`src/rtl/router_cfg_ahb_master.sv`:
```
// Single-outstanding AHB-Lite master: turns a valid/ready command stream into
// AHB single word transfers and returns status on a valid/ready response channel.
module router_cfg_ahb_master #(
    parameter int AWIDTH     = 32,
    parameter int DWIDTH     = 32,
    parameter int TMO_CYCLES = 255
) (
    input  logic              i_hclk,
    input  logic              i_hreset,
    input  logic              i_cmd_valid,
    output logic              o_cmd_ready,
    input  logic              i_cmd_write,
    input  logic [AWIDTH-1:0] i_cmd_addr,
    input  logic [DWIDTH-1:0] i_cmd_wdata,
    output logic              o_rsp_valid,
    input  logic              i_rsp_ready,
    output logic [DWIDTH-1:0] o_rsp_rdata,
    output logic              o_rsp_error,
    output logic              o_rsp_timeout,
    output logic [AWIDTH-1:0] o_haddr,
    output logic              o_hwrite,
    output logic              o_hsel,
    output logic [DWIDTH-1:0] o_hwdata,
    output logic [1:0]        o_htrans,
    output logic [2:0]        o_hsize,
    output logic [2:0]        o_hburst,
    output logic              o_hreadyin,
    input  logic              i_hready,
    input  logic [DWIDTH-1:0] i_hrdata,
    input  logic [1:0]        i_hresp,
    output logic              o_busy
);

    typedef enum logic [1:0] {
        ST_IDLE = 2'd0,
        ST_ADDR = 2'd1,
        ST_DATA = 2'd2,
        ST_RESP = 2'd3
    } state_t;

    localparam logic [15:0] TMO_LIMIT    = 16'(TMO_CYCLES);
    localparam logic [1:0]  HTRANS_IDLE  = 2'b00;
    localparam logic [1:0]  HTRANS_NSEQ  = 2'b10;

    state_t            state, state_nxt;
    logic [15:0]       cnt_q, cnt_nxt;
    logic              write_q;
    logic [DWIDTH-1:0] wdata_q;
    logic              accept;
    logic              rsp_load;
    logic [DWIDTH-1:0] rdata_nxt;
    logic              err_nxt;
    logic              tmo_nxt;

    assign accept     = o_cmd_ready & i_cmd_valid;
    assign o_hsize    = 3'b010;
    assign o_hburst   = 3'b000;
    assign o_hreadyin = i_hready;

    always_comb begin
        state_nxt = state;
        cnt_nxt   = cnt_q;
        rsp_load  = 1'b0;
        rdata_nxt = '0;
        err_nxt   = 1'b0;
        tmo_nxt   = 1'b0;
        case (state)
            ST_IDLE: begin
                if (accept) begin
                    if (i_cmd_addr[1:0] != 2'b00) begin
                        // misaligned: answer with an error without touching the bus
                        state_nxt = ST_RESP;
                        rsp_load  = 1'b1;
                        err_nxt   = 1'b1;
                    end else begin
                        state_nxt = ST_ADDR;
                    end
                end
            end
            ST_ADDR: begin
                if (i_hready) begin
                    state_nxt = ST_DATA;
                    cnt_nxt   = '0;
                end
            end
            ST_DATA: begin
                if (i_hready) begin
                    state_nxt = ST_RESP;
                    rsp_load  = 1'b1;
                    if (i_hresp[0]) begin
                        err_nxt = 1'b1;
                    end else if (!write_q) begin
                        rdata_nxt = i_hrdata;
                    end
                end else if (cnt_q == TMO_LIMIT) begin
                    state_nxt = ST_RESP;
                    rsp_load  = 1'b1;
                    err_nxt   = 1'b1;
                    tmo_nxt   = 1'b1;
                end else begin
                    cnt_nxt = cnt_q + 16'd1;
                end
            end
            ST_RESP: begin
                if (i_rsp_ready) begin
                    state_nxt = ST_IDLE;
                end
            end
            default: state_nxt = ST_IDLE;
        endcase
    end

    // Outputs are registered from the next state so they line up with it.
    always_ff @(posedge i_hclk or negedge i_hreset) begin
        if (!i_hreset) begin
            state         <= ST_IDLE;
            cnt_q         <= '0;
            write_q       <= 1'b0;
            wdata_q       <= '0;
            o_cmd_ready   <= 1'b0;
            o_busy        <= 1'b0;
            o_rsp_valid   <= 1'b0;
            o_rsp_rdata   <= '0;
            o_rsp_error   <= 1'b0;
            o_rsp_timeout <= 1'b0;
            o_haddr       <= '0;
            o_hwrite      <= 1'b0;
            o_hsel        <= 1'b0;
            o_hwdata      <= '0;
            o_htrans      <= HTRANS_IDLE;
        end else begin
            state       <= state_nxt;
            cnt_q       <= cnt_nxt;
            o_cmd_ready <= (state_nxt == ST_IDLE);
            o_busy      <= (state_nxt != ST_IDLE);
            o_rsp_valid <= (state_nxt == ST_RESP);
            o_hsel      <= (state_nxt == ST_ADDR);
            o_htrans    <= (state_nxt == ST_ADDR) ? HTRANS_NSEQ : HTRANS_IDLE;
            if (accept) begin
                write_q <= i_cmd_write;
                wdata_q <= i_cmd_wdata;
            end
            if (state == ST_IDLE && state_nxt == ST_ADDR) begin
                o_haddr  <= i_cmd_addr;
                o_hwrite <= i_cmd_write;
            end
            if (state == ST_ADDR && state_nxt == ST_DATA) begin
                o_hwdata <= wdata_q;
            end
            if (rsp_load) begin
                o_rsp_rdata   <= rdata_nxt;
                o_rsp_error   <= err_nxt;
                o_rsp_timeout <= tmo_nxt;
            end else if (state == ST_RESP && state_nxt == ST_IDLE) begin
                o_rsp_rdata   <= '0;
                o_rsp_error   <= 1'b0;
                o_rsp_timeout <= 1'b0;
            end
        end
    end

endmodule

```
`config.mk`:
```
export PLATFORM = sky130hd
export DESIGN_NAME = router_cfg_ahb_master
export DESIGN_NICKNAME = d
export VERILOG_FILES = /design/src/rtl/router_cfg_ahb_master.sv
export SDC_FILE = /design/constraint.sdc
export NUM_CORES = 1
export LEC_CHECK = 0
export CELL_PAD_IN_SITES_DETAIL_PLACEMENT = 0
export CELL_PAD_IN_SITES_GLOBAL_PLACEMENT = 1
export CORE_UTILIZATION = 31
export DETAILED_ROUTE_END_ITERATION = 16
export PLACE_DENSITY = 0.85
export SYNTH_ARGS = -nofsm -noshare
export SYNTH_HDL_FRONTEND = slang
export SYNTH_SLANG_ARGS = --single-unit
```
`constraint.sdc`:
```
create_clock -name i_hclk -period 1.9 [get_ports i_hclk]
set_input_delay 0.38 -clock i_hclk [delete_from_list [all_inputs] [get_ports i_hclk]]
set_output_delay 0.38 -clock i_hclk [all_outputs]
set_load 0.01 [all_outputs]
```
Word-level counts from Yosys, hierarchy flattened

Index checks and enable logic that the tools add are counted.

Output and inout port bits: 112
Register bits after elaboration: 156
Word-level logic and storage cells: 68

Equal/unequal tests: 10
$add $sub $neg: 1
Muxes and demuxes: 31
Bitwise logic cells: 1
Reduce and logical (&&, ||, !) cells: 10

Operators by type and width:

| kind                  | count |
|---|---|
| $mux 32               | 6 |
| $mux 16               | 3 |
| $pmux 16 s2           | 1 |
| $add 16x1->16 const B | 1 |
| $eq 16x8->1 const B   | 1 |
| $mux 2                | 7 |
| $mux 1                | 11 |
| $eq 2x2->1 const B    | 4 |
| $pmux 2 s4            | 1 |
| $reduce_bool 2->1     | 4 |
| $ne 2x2->1 const B    | 3 |
| $eq 2x1->1 const B    | 2 |
| $logic_not 2->1       | 2 |
| $pmux 1 s2            | 2 |
| $reduce_and 4->1      | 1 |
| $logic_and 1x1->1     | 3 |
| $and 1x1->1           | 1 |

Depth between registers and ports, before layout

Gate-level depths: netlist of the first run.

Word-level depth: 8
Depth in mapped cells: 7
Gate-level depth less buffers: 5

Worst setup path before layout of the first run

Ideal clock, no wire load.

Path kind: register -> register
Start point: register cnt_q[8]
End point: register cnt_q[3]
Arrival: 1.987 ns
Required time: 1.801 ns
Cell stages (with the launch flop): 6
Slack: -0.187 ns
Period minus slack after synthesis: 2.087 ns
Setup time: 0.099 ns
Buffers on the path: 1
Cells stage by stage: dfrtp_1 -> or4_4 -> or4_1 -> buf_2 -> and3_1 -> a311oi_1

Word-level cells in the longest chain between the ends: 3

RTL lines:

| what                              | RTL line | text |
|---|---|---|
| from (decl)                       | 46       | `logic [15:0] cnt_q, cnt_nxt;` |
| from (signal assigned)            | 133      | `cnt_q <= cnt_nxt;` |
| $eq 16x8->1                       | 95       | `end else if (cnt_q == TMO_LIMIT) begin` |
| $ne 2x2->1 (no source line)       | -        |  |
| $reduce_and 4->1 (no source line) | -        |  |

No other way between the ends.
A chain may end at the register's enable or synchronous reset.

Worst setup path after layout of the first run

Start point: register cnt_q[12]
End point: register o_rsp_rdata[20]

Word-level cells in the longest chain between the ends: 7
Elaborated cells between the ends (all ways): 11
Classes of those cells: eq/ne: 1; mux: 7; reduce/logical: 3

RTL lines:

| what                               | RTL line | text |
|---|---|---|
| $eq 16x8->1 *                      | 95       |  |
| $mux 2                             | 95       |  |
| $mux 2                             | 87       | `if (i_hready) begin` |
| $pmux 2 s4                         | 67       | `case (state)` |
| $logic_not 2->1                    | 154      | `end else if (state == ST_RESP && state_nxt == ST_IDLE) begin` |
| $logic_and 1x1->1                  | 154      |  |
| $reduce_bool 2->1 (no source line) | -        |  |
| to (signal assigned)               | 151      | `o_rsp_rdata <= rdata_nxt;` |
| to (decl)                          | 17       | `output logic [DWIDTH-1:0] o_rsp_rdata,` |

Every way passes the cells marked *; elsewhere a longest branch is shown, timed or not.

==> flow_metrics.env, run 1 <==
export IMPL_async_flop_share=1.00
export IMPL_grt_use_met1=0.189
export IMPL_antenna_found_initial=0
export IMPL_setup_viol=37
export IMPL_fin_util=0.491
export IMPL_crit_path_end_kind="flop"
export IMPL_path_clk_slew_ns=0.06
export IMPL_worstSkewPairLatency_ns=0.41
export IMPL_synth_edf_count=0
export IMPL_yosys_top_cells_area="dfrtp_1, mux2_2, nand2_1"
export IMPL_drt_iter0_drc=190
export IMPL_ys_seq_area_frac=0.625
export IMPL_worstPathArrival_ns=2.26
export IMPL_clk_path_buf_depth=2
export IMPL_ys_flop_type="dfrtp_1"
export IMPL_synth_top_area_cell="dfrtp_1"
export IMPL_postRouteWirelength_mm=15.3
export IMPL_num_vias=4753
export IMPL_synthesis_instances=505
export IMPL_grt_overflow_total=0
export IMPL_detail_route_first_pass_iterations=4
export IMPL_grt_start_max_net_pins=48
export IMPL_p_per_area_mw_per_mm2=1440
export IMPL_design_area_sq_mm=0.00956
export IMPL_cts_root_buffer="clkbuf_16"
export IMPL_grt_pass1_vias=4547
export IMPL_numCtsBuffers=17
export IMPL_worst_slack_ns=-0.0655
export IMPL_rows=51
export IMPL_n_antenna_cell=0
export IMPL_required_ns=2.20
export IMPL_die_h_microns=143
export IMPL_synthDistinctLibCells=47
export IMPL_finClkSkew_ns=0.00654
export IMPL_dp_hpwl_mm=10.6
export IMPL_hp_class="input port to async pin"
export IMPL_die_area_sq_mm=0.0205
export IMPL_cp_max_fo=33
export IMPL_grt_use_met2=0.240
export IMPL_place_area_sq_mm=0.00889
export IMPL_finalCriticalPeriod_ns=1.97
export IMPL_finalHoldViolations=0
export IMPL_cts_tree="done"
export IMPL_busiest_layer="met2"
export IMPL_synth_top_area_share=0.625
export IMPL_nets=859
export IMPL_ioPinCount=216
export IMPL_max_vdd_ir_drop_uv=615
export IMPL_grt_pass1_wl_mm=23.7
export IMPL_initial_core_util=0.317
export IMPL_ant_nets=0
export IMPL_path_class="flop to flop"
export IMPL_ys_ff_latch=154
export IMPL_r2r_cells=5
export IMPL_h_tree_depth=4
export IMPL_startpoint_type="flop"
export IMPL_port_buffers=207
export IMPL_period_share=1.03
export IMPL_coreArea_sq_mm=0.0195
export IMPL_placed_cells=996
export IMPL_grt_total_usage=0.152
export IMPL_areaGrowthSynthToFinish_pct=55.1
export IMPL_finalSetupTns_ns=-1.91
export IMPL_place_gp_congestion=0.741
export IMPL_die_width_microns=143
export IMPL_maxCapViolCount=0
export IMPL_slew_violations=0
export IMPL_numClockSinks=154
export IMPL_use_met3=0.0496
export IMPL_drive_gt1_frac=0.225
export IMPL_synth_area_per_cell_sq_um=12.2
export IMPL_synth_area_sq_mm=0.00616
export IMPL_p_leak_nw=4.27
export IMPL_violations="setup timing"
export IMPL_vias_per_cell=4.61
export IMPL_fin_hold_ws_ns=0.390
export IMPL_drc_errors=0
export IMPL_yosys_warnings=0
export IMPL_timing_fmax_mhz=509
export IMPL_outcome="finished with violations"
export IMPL_finalNonFillerCells=1031
export IMPL_rsz0062_at_grt="yes"
export IMPL_routedWlPerCell_microns=14.8
## final cells by class
class | count | area [sq um]
Clock buffer | 17 | 425
Clock inverter | 14 | 148
Fill cell | 1775 | 9910
Inverter | 4 | 15.0
Multi-Input combinational cell | 314 | 2190
Sequential cell | 154 | 3850
Tap cell | 265 | 332
Timing Repair Buffer | 263 | 2590
## kinds of logic after synthesis
kind of cell | synth area share
AO/OA/AOI/OAI | 0.0966
XOR/XNOR | 0.00142
adder cells (fa/ha/maj) | 0.00203
buffers and inverters | 0.0335
flip-flops | 0.625
multiplexers | 0.123
other | 0.00122
AND/OR/NAND/NOR | 0.117
## per-layer routing
metal / part of all wire / routed length, microns
met1: 0.43 / 6580
met2: 0.47 / 7250
met3: 0.082 / 1250
met4: 0.013 / 197
met5: 0 / 0
## through the flow
step	worst slack [ns]	power, W
3_3_place_gp	-0.295	0.0104
6_report	-0.0655	0.0137
5_1_grt	-0.129	0.0146
4_1_cts	-0.0631	0.0139
3_5_place_dp	-0.326	0.0105
2_1_floorplan	-0.141	0.00765
## sequential cells by signal, summed over array words and instances (netlist names)
signal,cells
o_hwrite,1
o_rsp_rdata,32
o_rsp_valid,1
state,2
o_haddr,32
write_q,1
o_rsp_timeout,1
o_hwdata,32
wdata_q,32
o_rsp_error,1
o_busy,1
o_cmd_ready,1
cnt_q,16
o_htrans,1
## worst paths after layout
check	slack (ns)	start	end
max reg2reg	-0.07	cnt_q[12]	o_rsp_rdata[20]
min in group i_hclk	0.46	wdata_q[3]	o_hwdata[3]
max in group asynchronous	0.90	i_hreset	cnt_q[15]
max	-0.07	cnt_q[12]	o_rsp_rdata[20]
min reg2reg	0.46	wdata_q[3]	o_hwdata[3]
min	0.39	i_hreset	o_haddr[29]
## critical path, stage by stage, from the launching register on
cell	delay [ns]
dfrtp_1	0.38
or4_4	0.58
nor4_4	0.38
o2bb2ai_2	0.11
buf_12	0.18
a22o_1	0.19
## where the power goes
part / switching [W] / internal, W / total [W]
Combinational: 0.00211 / 0.00304 / 0.00515
Sequential: 0.000697 / 0.00458 / 0.00528
Clock: 0.00137 / 0.00193 / 0.00331
## repair_timing
item | 4_1_cts | 5_1_grt
gates resized for setup | 8 | 6
hold buffers | 1 | 0
buffers inserted | 3 | 1
setup endpoints to repair | 41 | 77
pin swaps | 7 | 1
cloned | 0 | 0
endpoints found under the hold margin | 19 | 0
## placed cells by master (no fill, tap or decap), types with 3 or more instances in the layout
| cell type | n |
|---|---|
| nor2_1 | 6 |
| a22o_1 | 33 |
| buf_4 | 46 |
| mux2i_1 | 4 |
| dfrtp_1 | 154 |
| inv_1 | 4 |
| clkinv_4 | 3 |
| clkinv_2 | 4 |
| mux2_2 | 64 |
| buf_12 | 7 |
| or4_1 | 4 |
| o21ai_0 | 8 |
| and3_1 | 3 |
| buf_6 | 3 |
| or4_4 | 3 |
| nand2_1 | 108 |
| clkdlybuf4s50_1 | 205 |
| nand4_1 | 5 |
| clkbuf_16 | 17 |
| a21oi_1 | 20 |
| inv_6 | 3 |
| or2_2 | 3 |
| or3_1 | 4 |
| and2_1 | 4 |
| conb_1 | 7 |
## synth_stat cells, types with 2 or more instances
master / number
or4_1: 6
and2_1: 4
and4_1: 2
o21ai_0: 10
dfrtp_1: 154
clkbuf_1: 20
buf_4: 11
or2_2: 3
mux2i_1: 4
o2111ai_1: 2
o31ai_1: 2
nor3_1: 3
nor3b_1: 2
buf_2: 5
and3_1: 4
nand4_1: 5
a21oi_1: 21
mux2_2: 64
nor2_1: 6
nand2_1: 109
a22o_1: 33
inv_1: 4
a311oi_1: 3
conb_1: 2
or3_1: 4
(Power assumes the default switching activity.)
==> run 2: changes to the inputs <==
--- a/config.mk
+++ b/config.mk
@@ -9,7 +9,7 @@
 export CELL_PAD_IN_SITES_GLOBAL_PLACEMENT = 1
 export CORE_UTILIZATION = 31
 export DETAILED_ROUTE_END_ITERATION = 16
-export PLACE_DENSITY = 0.85
+export PLACE_DENSITY = 0.73
 export SYNTH_ARGS = -nofsm -noshare
 export SYNTH_HDL_FRONTEND = slang
 export SYNTH_SLANG_ARGS = --single-unit
==> run 2 against run 1 <==
Against the previous run: the run still ends with setup timing left; wire length rose by 1.4%; utilization fell by 0.12 points; first-iteration DRC count fell by 18%; critical path depth rose by 1; sequential power barely moved; sequential share of layout area rose by 0.11 points; hold slack got worse by 0.055 ns; count of clock-buffer cells in the layout rose by 1; design area fell by 0.24%; critical endpoint unchanged; largest cell class unchanged.
==> flow_metrics.env, run 2 (synthesized netlist as in run 1, its figures left out) <==
export IMPL_outcome="finished with violations"
export IMPL_violations="setup timing"
export IMPL_p_per_area_mw_per_mm2=1470
export IMPL_drive_gt1_frac=0.223
export IMPL_period_share=1.07
export IMPL_grt_pass1_wl_mm=24.7
export IMPL_placed_cells=988
export IMPL_clk_path_buf_depth=2
export IMPL_crit_path_end_kind="flop"
export IMPL_grt_total_usage=0.156
export IMPL_routedWlPerCell_microns=15.2
export IMPL_postRouteWirelength_mm=15.5
export IMPL_initial_core_util=0.317
export IMPL_hp_class="input port to async pin"
export IMPL_drc_errors=0
export IMPL_die_area_sq_mm=0.0205
export IMPL_rsz0062_at_grt="yes"
export IMPL_worst_slack_ns=-0.125
export IMPL_numCtsBuffers=17
export IMPL_detail_route_first_pass_iterations=4
export IMPL_die_h_microns=143
export IMPL_ioPinCount=216
export IMPL_finClkSkew_ns=0.00804
export IMPL_place_gp_congestion=0.769
export IMPL_setup_viol=41
export IMPL_final_common_cell="clkdlybuf4s50_1"
export IMPL_p_leak_nw=4.22
export IMPL_layout_common_cells="clkdlybuf4s50_1, dfrtp_1, nand2_1"
export IMPL_finalNonFillerCells=1022
export IMPL_finalCriticalPeriod_ns=2.02
export IMPL_rrSetupSlack_ns=-0.12
export IMPL_max_vdd_ir_drop_uv=663
export IMPL_path_class="flop to flop"
export IMPL_cts_root_buffer="clkbuf_16"
export IMPL_multiInputGateArea_sq_mm=0.00222
export IMPL_port_buffers=207
export IMPL_nets=850
export IMPL_required_ns=2.20
export IMPL_finalHoldViolations=0
export IMPL_die_width_microns=143
export IMPL_cp_max_fo=33
export IMPL_h_tree_depth=4
export IMPL_drt_iter0_drc=156
export IMPL_path_clk_slew_ns=0.06
export IMPL_coreArea_sq_mm=0.0195
export IMPL_cts_tree="done"
export IMPL_rr_startpoint="cnt_q[11]"
export IMPL_maxCapViolCount=0
export IMPL_design_area_sq_mm=0.00953
export IMPL_grt_overflow_total=0
export IMPL_ant_nets=0
export IMPL_slew_violations=0
export IMPL_fin_hold_ws_ns=0.334
export IMPL_r2r_cells=6
export IMPL_dp_hpwl_mm=10.8
export IMPL_r2r_end="o_rsp_rdata[20]"
export IMPL_register_area_sq_mm=0.00385
export IMPL_rows=51
export IMPL_num_vias=4693
export IMPL_fillers=1776
export IMPL_areaGrowthSynthToFinish_pct=54.7
export IMPL_grt_start_max_net_pins=71
export IMPL_place_area_sq_mm=0.00882
export IMPL_timing_fmax_mhz=494
export IMPL_n_antenna_cell=0
export IMPL_total_power_w=0.0140
export IMPL_numClockSinks=154
export IMPL_grt_pass1_vias=4952
export IMPL_worstSkewPairLatency_ns=0.42
export IMPL_antenna_found_initial=0
export IMPL_startpoint_type="flop"
export IMPL_worstPathArrival_ns=2.32
export IMPL_vias_per_cell=4.59
==> run 2: changes by cell type in the layout (fill, tap and decap cells not counted), sizes merged <==
cell and change:
buf -9, clkbuf +1, bufinv +1, inv +1
clkinv -4, clkinvlp +1
==> run 2: layout make-up <==
cell class | count | share of cell area
sequential | 154 | 0.404
timing repair buffer | 254 | 0.264
multi-input combinational | 314 | 0.233
clock buffer | 18 | 0.0450
tap | 265 | 0.0348
clock inverter | 13 | 0.0176
inverter | 4 | 0.00157
==> run 2: how the worst max path moves through the flow <==
stage / start / endpoint / slack [ns] / depth (start not counted)
5_1_grt: cnt_q[11] / o_rsp_rdata[15] / -0.23 / 6
4_1_cts: cnt_q[11] / o_rsp_rdata[29] / -0.13 / 6
3_3_place_gp: i_cmd_addr[0] / o_rsp_rdata[17] / -0.28 / 7
2_1_floorplan: cnt_q[13] / cnt_q[3] / -0.14 / 5
3_5_place_dp: i_cmd_addr[0] / o_rsp_rdata[15] / -0.32 / 7
6_report: cnt_q[11] / o_rsp_rdata[20] / -0.12 / 6
==> run 2: where the power goes <==
| group | switching [W] | internal, W | total (W) |
|---|---|---|---|
| clock network | 0.00137 | 0.00208 | 0.00345 |
| registers | 0.000691 | 0.00458 | 0.00527 |
| logic | 0.00220 | 0.00305 | 0.00526 |
==> run 2: metal layers <==
metal | up-vias | share of wire | track usage
met3 | 15 | 0.075 | 0.0439
met2 | 165 | 0.49 | 0.258
met4 | 0 | 0.016 | 0.0577
li1 | 2237 | - | -
met1 | 2276 | 0.42 | 0.193
met5 | - | 0 | 0
==> run 2: stage by stage <==
stage | setup WS [ns] | util | setup TNS, ns
after floorplan | -0.141 | - | -2.69
after global placement | -0.283 | 0.453 | -21.71
after detailed placement | -0.317 | 0.453 | -24.64
after CTS | -0.135 | 0.488 | -4.40
final | -0.125 | 0.490 | -3.95
after global routing | -0.227 | 0.490 | -8.70
==> run 2: critical path: stages (launching register included) <==
cell and delay, ns:
dfrtp_1 0.38, or4_4 0.55, buf_6 0.14, nor4_4 0.34, o2bb2ai_2 0.11, buf_12 0.18, a22o_1 0.19
==> run 2: repair_timing <==
action / CTS / global route
hold buffers: 1 / 0
setup buffers: 2 / 0
gates cloned: 0 / 0
hold endpoints to repair: 11 / 0
endpoints found under the setup margin: 46 / 80
gates resized for setup: 17 / 8
pin swaps: 9 / 5
==> run 3: changes to the inputs <==
--- a/config.mk
+++ b/config.mk
@@ -5,6 +5,7 @@
 export SDC_FILE = /design/constraint.sdc
 export NUM_CORES = 1
 export LEC_CHECK = 0
+export ABC_AREA = 1
 export CELL_PAD_IN_SITES_DETAIL_PLACEMENT = 0
 export CELL_PAD_IN_SITES_GLOBAL_PLACEMENT = 1
 export CORE_UTILIZATION = 31
==> run 3 against run 2 <==
Against the previous run: global-route usage grew 0.93 points; sequential share of layout area shrank 1.6 points; critical path depth decreased by 5; the run now ends clean; critical endpoint is now o_cmd_ready; hold slack improved by 0.12 ns; via count is 11% higher; synthesized area rose by 6.7%; sequential power is 4.0% higher; fmax is 14% higher.
==> flow_metrics.env, run 3 <==
export IMPL_layout_common_cells="clkdlybuf4s50_1, nand2_1, dfrtp_1"
export IMPL_clockPowerShare=0.241
export IMPL_synth_top_family_by_area="simple AND/OR/NAND/NOR gates"
export IMPL_fin_hold_ws_ns=0.458
export IMPL_power_switching_w=0.00496
export IMPL_synth_xor_area_share=0.00533
export IMPL_rows=52
export IMPL_dp_hpwl_mm=12.0
export IMPL_combPwrFrac=0.399
export IMPL_max_vdd_ir_drop_uv=789
export IMPL_die_width_microns=148
export IMPL_place_gp_congestion=0.786
export IMPL_yosysMostFrequentCell="nand2_1"
export IMPL_numCtsBuffers=17
export IMPL_drc_errors=0
export IMPL_p_leak_nw=4.61
export IMPL_h_tree_depth=4
export IMPL_synth_top_area_cell="dfrtp_1"
export IMPL_routedWlPerCell_microns=15.0
export IMPL_ioPinCount=216
export IMPL_ys_flop_type="dfrtp_1"
export IMPL_worstSkewPairLatency_ns=0.43
export IMPL_synthDistinctLibCells=28
export IMPL_design_area_sq_mm=0.00992
export IMPL_slowest_stage="clkdlybuf4s50_1"
export IMPL_areaGrowthSynthToFinish_pct=50.8
export IMPL_cts_root_buffer="clkbuf_16"
export IMPL_detail_route_first_pass_iterations=5
export IMPL_tightestPinTransition_ns=0.512
export IMPL_fillers=1935
export IMPL_pwr_share_seq=0.360
export IMPL_path_buf_inv=1
export IMPL_crit_chain="clkdlybuf4s50_1"
export IMPL_async_flop_share=1.00
export IMPL_outcome="finished, final reports clean"
export IMPL_timing_fmax_mhz=562
export IMPL_nets=969
export IMPL_numClockSinks=154
export IMPL_synthSimpleGateAreaFrac=0.227
export IMPL_rrSetupSlack_ns=0.16
export IMPL_yosys_warnings=0
export IMPL_postRouteWirelength_mm=17.3
export IMPL_synthAdderAreaFrac=0.00190
export IMPL_yosys_top_cells_area="dfrtp_1, mux2_2, nand2_1"
export IMPL_setup_viol=0
export IMPL_cts_tree="done"
export IMPL_synth_compound_area_share=0.0122
export IMPL_synth_mux_area_frac=0.110
export IMPL_period_share=0.936
export IMPL_finalSetupTns_ns=0
export IMPL_ys_seq_area_frac=0.586
export IMPL_grt_total_usage=0.165
export IMPL_synth_edf_count=0
export IMPL_initial_core_util=0.321
export IMPL_multiInputGateArea_sq_mm=0.00240
export IMPL_startpoint_type="flop"
export IMPL_synth_top_area_share=0.586
export IMPL_antenna_found_initial=0
export IMPL_required_ns=1.52
export IMPL_hp_class="input port to async pin"
export IMPL_clk_path_buf_depth=2
export IMPL_worstPathArrival_ns=1.40
export IMPL_p_int_w=0.0102
export IMPL_ant_nets=0
export IMPL_grt_pass1_wl_mm=27.9
export IMPL_path_clk_slew_ns=0.06
export IMPL_critical_path_top_delay_family="buffers and inverters"
export IMPL_cp_max_fo=3
export IMPL_slew_headroom=0.656
export IMPL_grt_pass1_vias=5308
export IMPL_ys_ff_latch=154
export IMPL_drive_gt1_frac=0.204
export IMPL_place_area_sq_mm=0.00924
export IMPL_finalHoldViolations=0
export IMPL_port_buffers=207
export IMPL_finalCriticalPeriod_ns=1.78
export IMPL_die_h_microns=148
export IMPL_maxCapViolCount=0
export IMPL_num_vias=5201
export IMPL_swShare=0.327
export IMPL_drt_iter0_drc=197
export IMPL_coreArea_sq_mm=0.0205
export IMPL_fin_util=0.484
export IMPL_synthesis_instances=623
export IMPL_p_per_area_mw_per_mm2=1530
export IMPL_final_common_cell="clkdlybuf4s50_1"
export IMPL_register_area_sq_mm=0.00385
export IMPL_vias_per_cell=4.53
export IMPL_synth_area_sq_mm=0.00658
export IMPL_path_class="flop to primary output"
export IMPL_die_area_sq_mm=0.0218
export IMPL_grt_overflow_total=0
export IMPL_synth_area_per_cell_sq_um=10.6
export IMPL_yosys_top_cells_count="nand2_1, dfrtp_1, mux2_2"
export IMPL_slowest_delay_ns=0.58
export IMPL_n_antenna_cell=0
export IMPL_finClkSkew_ns=0.0155
export IMPL_slew_violations=0
export IMPL_grt_start_max_net_pins=39
export IMPL_crit_path_end_kind="primary output"
==> run 3: cell families after synthesis <==
group,Yosys count
other,2
DFF,154
and+or+nand+nor,311
muxes,64
AOI/OAI and AO/OA,16
xor gates and xnor gates,4
adders and majority gates,1
buffers and inverters,71
==> run 3: routing by layer <==
layer  vias up  global-route usage  routed length (microns)  part of all wire
li1       2542                   -                        -                 -
met1      2484               0.212                     7710              0.45
met2       163               0.257                     7910              0.46
met3        12              0.0648                     1470             0.085
met4         0              0.0485                      162            0.0094
met5         -                   0                        0                 0
==> run 3: power by group through the flow <==
| stage | logic (W) | clock network [W] | registers, W |
|---|---|---|---|
| after floorplan | 0.00240 | 0 | 0.00593 |
| after global placement | 0.00601 | 0 | 0.00550 |
| after detailed placement | 0.00607 | 0 | 0.00553 |
| after CTS | 0.00611 | 0.00376 | 0.00549 |
| after global routing | 0.00657 | 0.00389 | 0.00566 |
| final | 0.00606 | 0.00365 | 0.00548 |
==> run 3: repair_timing <==
action	in CTS	in global routing
endpoints found under the hold margin	34	0
gates cloned	1	0
hold buffers	1	0
pin swaps	0	1
setup endpoints to repair	35	31
setup buffers	0	3
resized for setup	2	1
==> run 3: cell type report <==
type	instances	share of cell area
Clock inverter	14	0.0201
Inverter	31	0.0117
Clock buffer	18	0.0443
Sequential cell	154	0.388
Multi-Input combinational cell	404	0.241
Timing Repair Buffer	256	0.260
Tap cell	270	0.0340
==> run 3: metrics by stage <==
step	power [W]	cells	setup WS, ns
2_1_floorplan	0.00832	628	0.347
3_3_place_gp	0.0115	1110	-0.298
3_5_place_dp	0.0116	1110	-0.310
4_1_cts	0.0154	1144	0.0669
5_1_grt	0.0161	1147	-0.00124
6_report	0.0152	1147	0.121
==> run 3: path summary, 6_finish.rpt <==
path / to / startpoint / depth (start not counted)
worst max-delay path: o_cmd_ready / o_cmd_ready / 1
worst min-delay path: cnt_q[14] / i_hreset / 2
worst max register to register: o_haddr[12] / state[1] / 10
worst min register to register: o_haddr[20] / o_haddr[20] / 2
max in group asynchronous: wdata_q[16] / i_hreset / 3
min in group i_hclk: o_haddr[20] / o_haddr[20] / 2
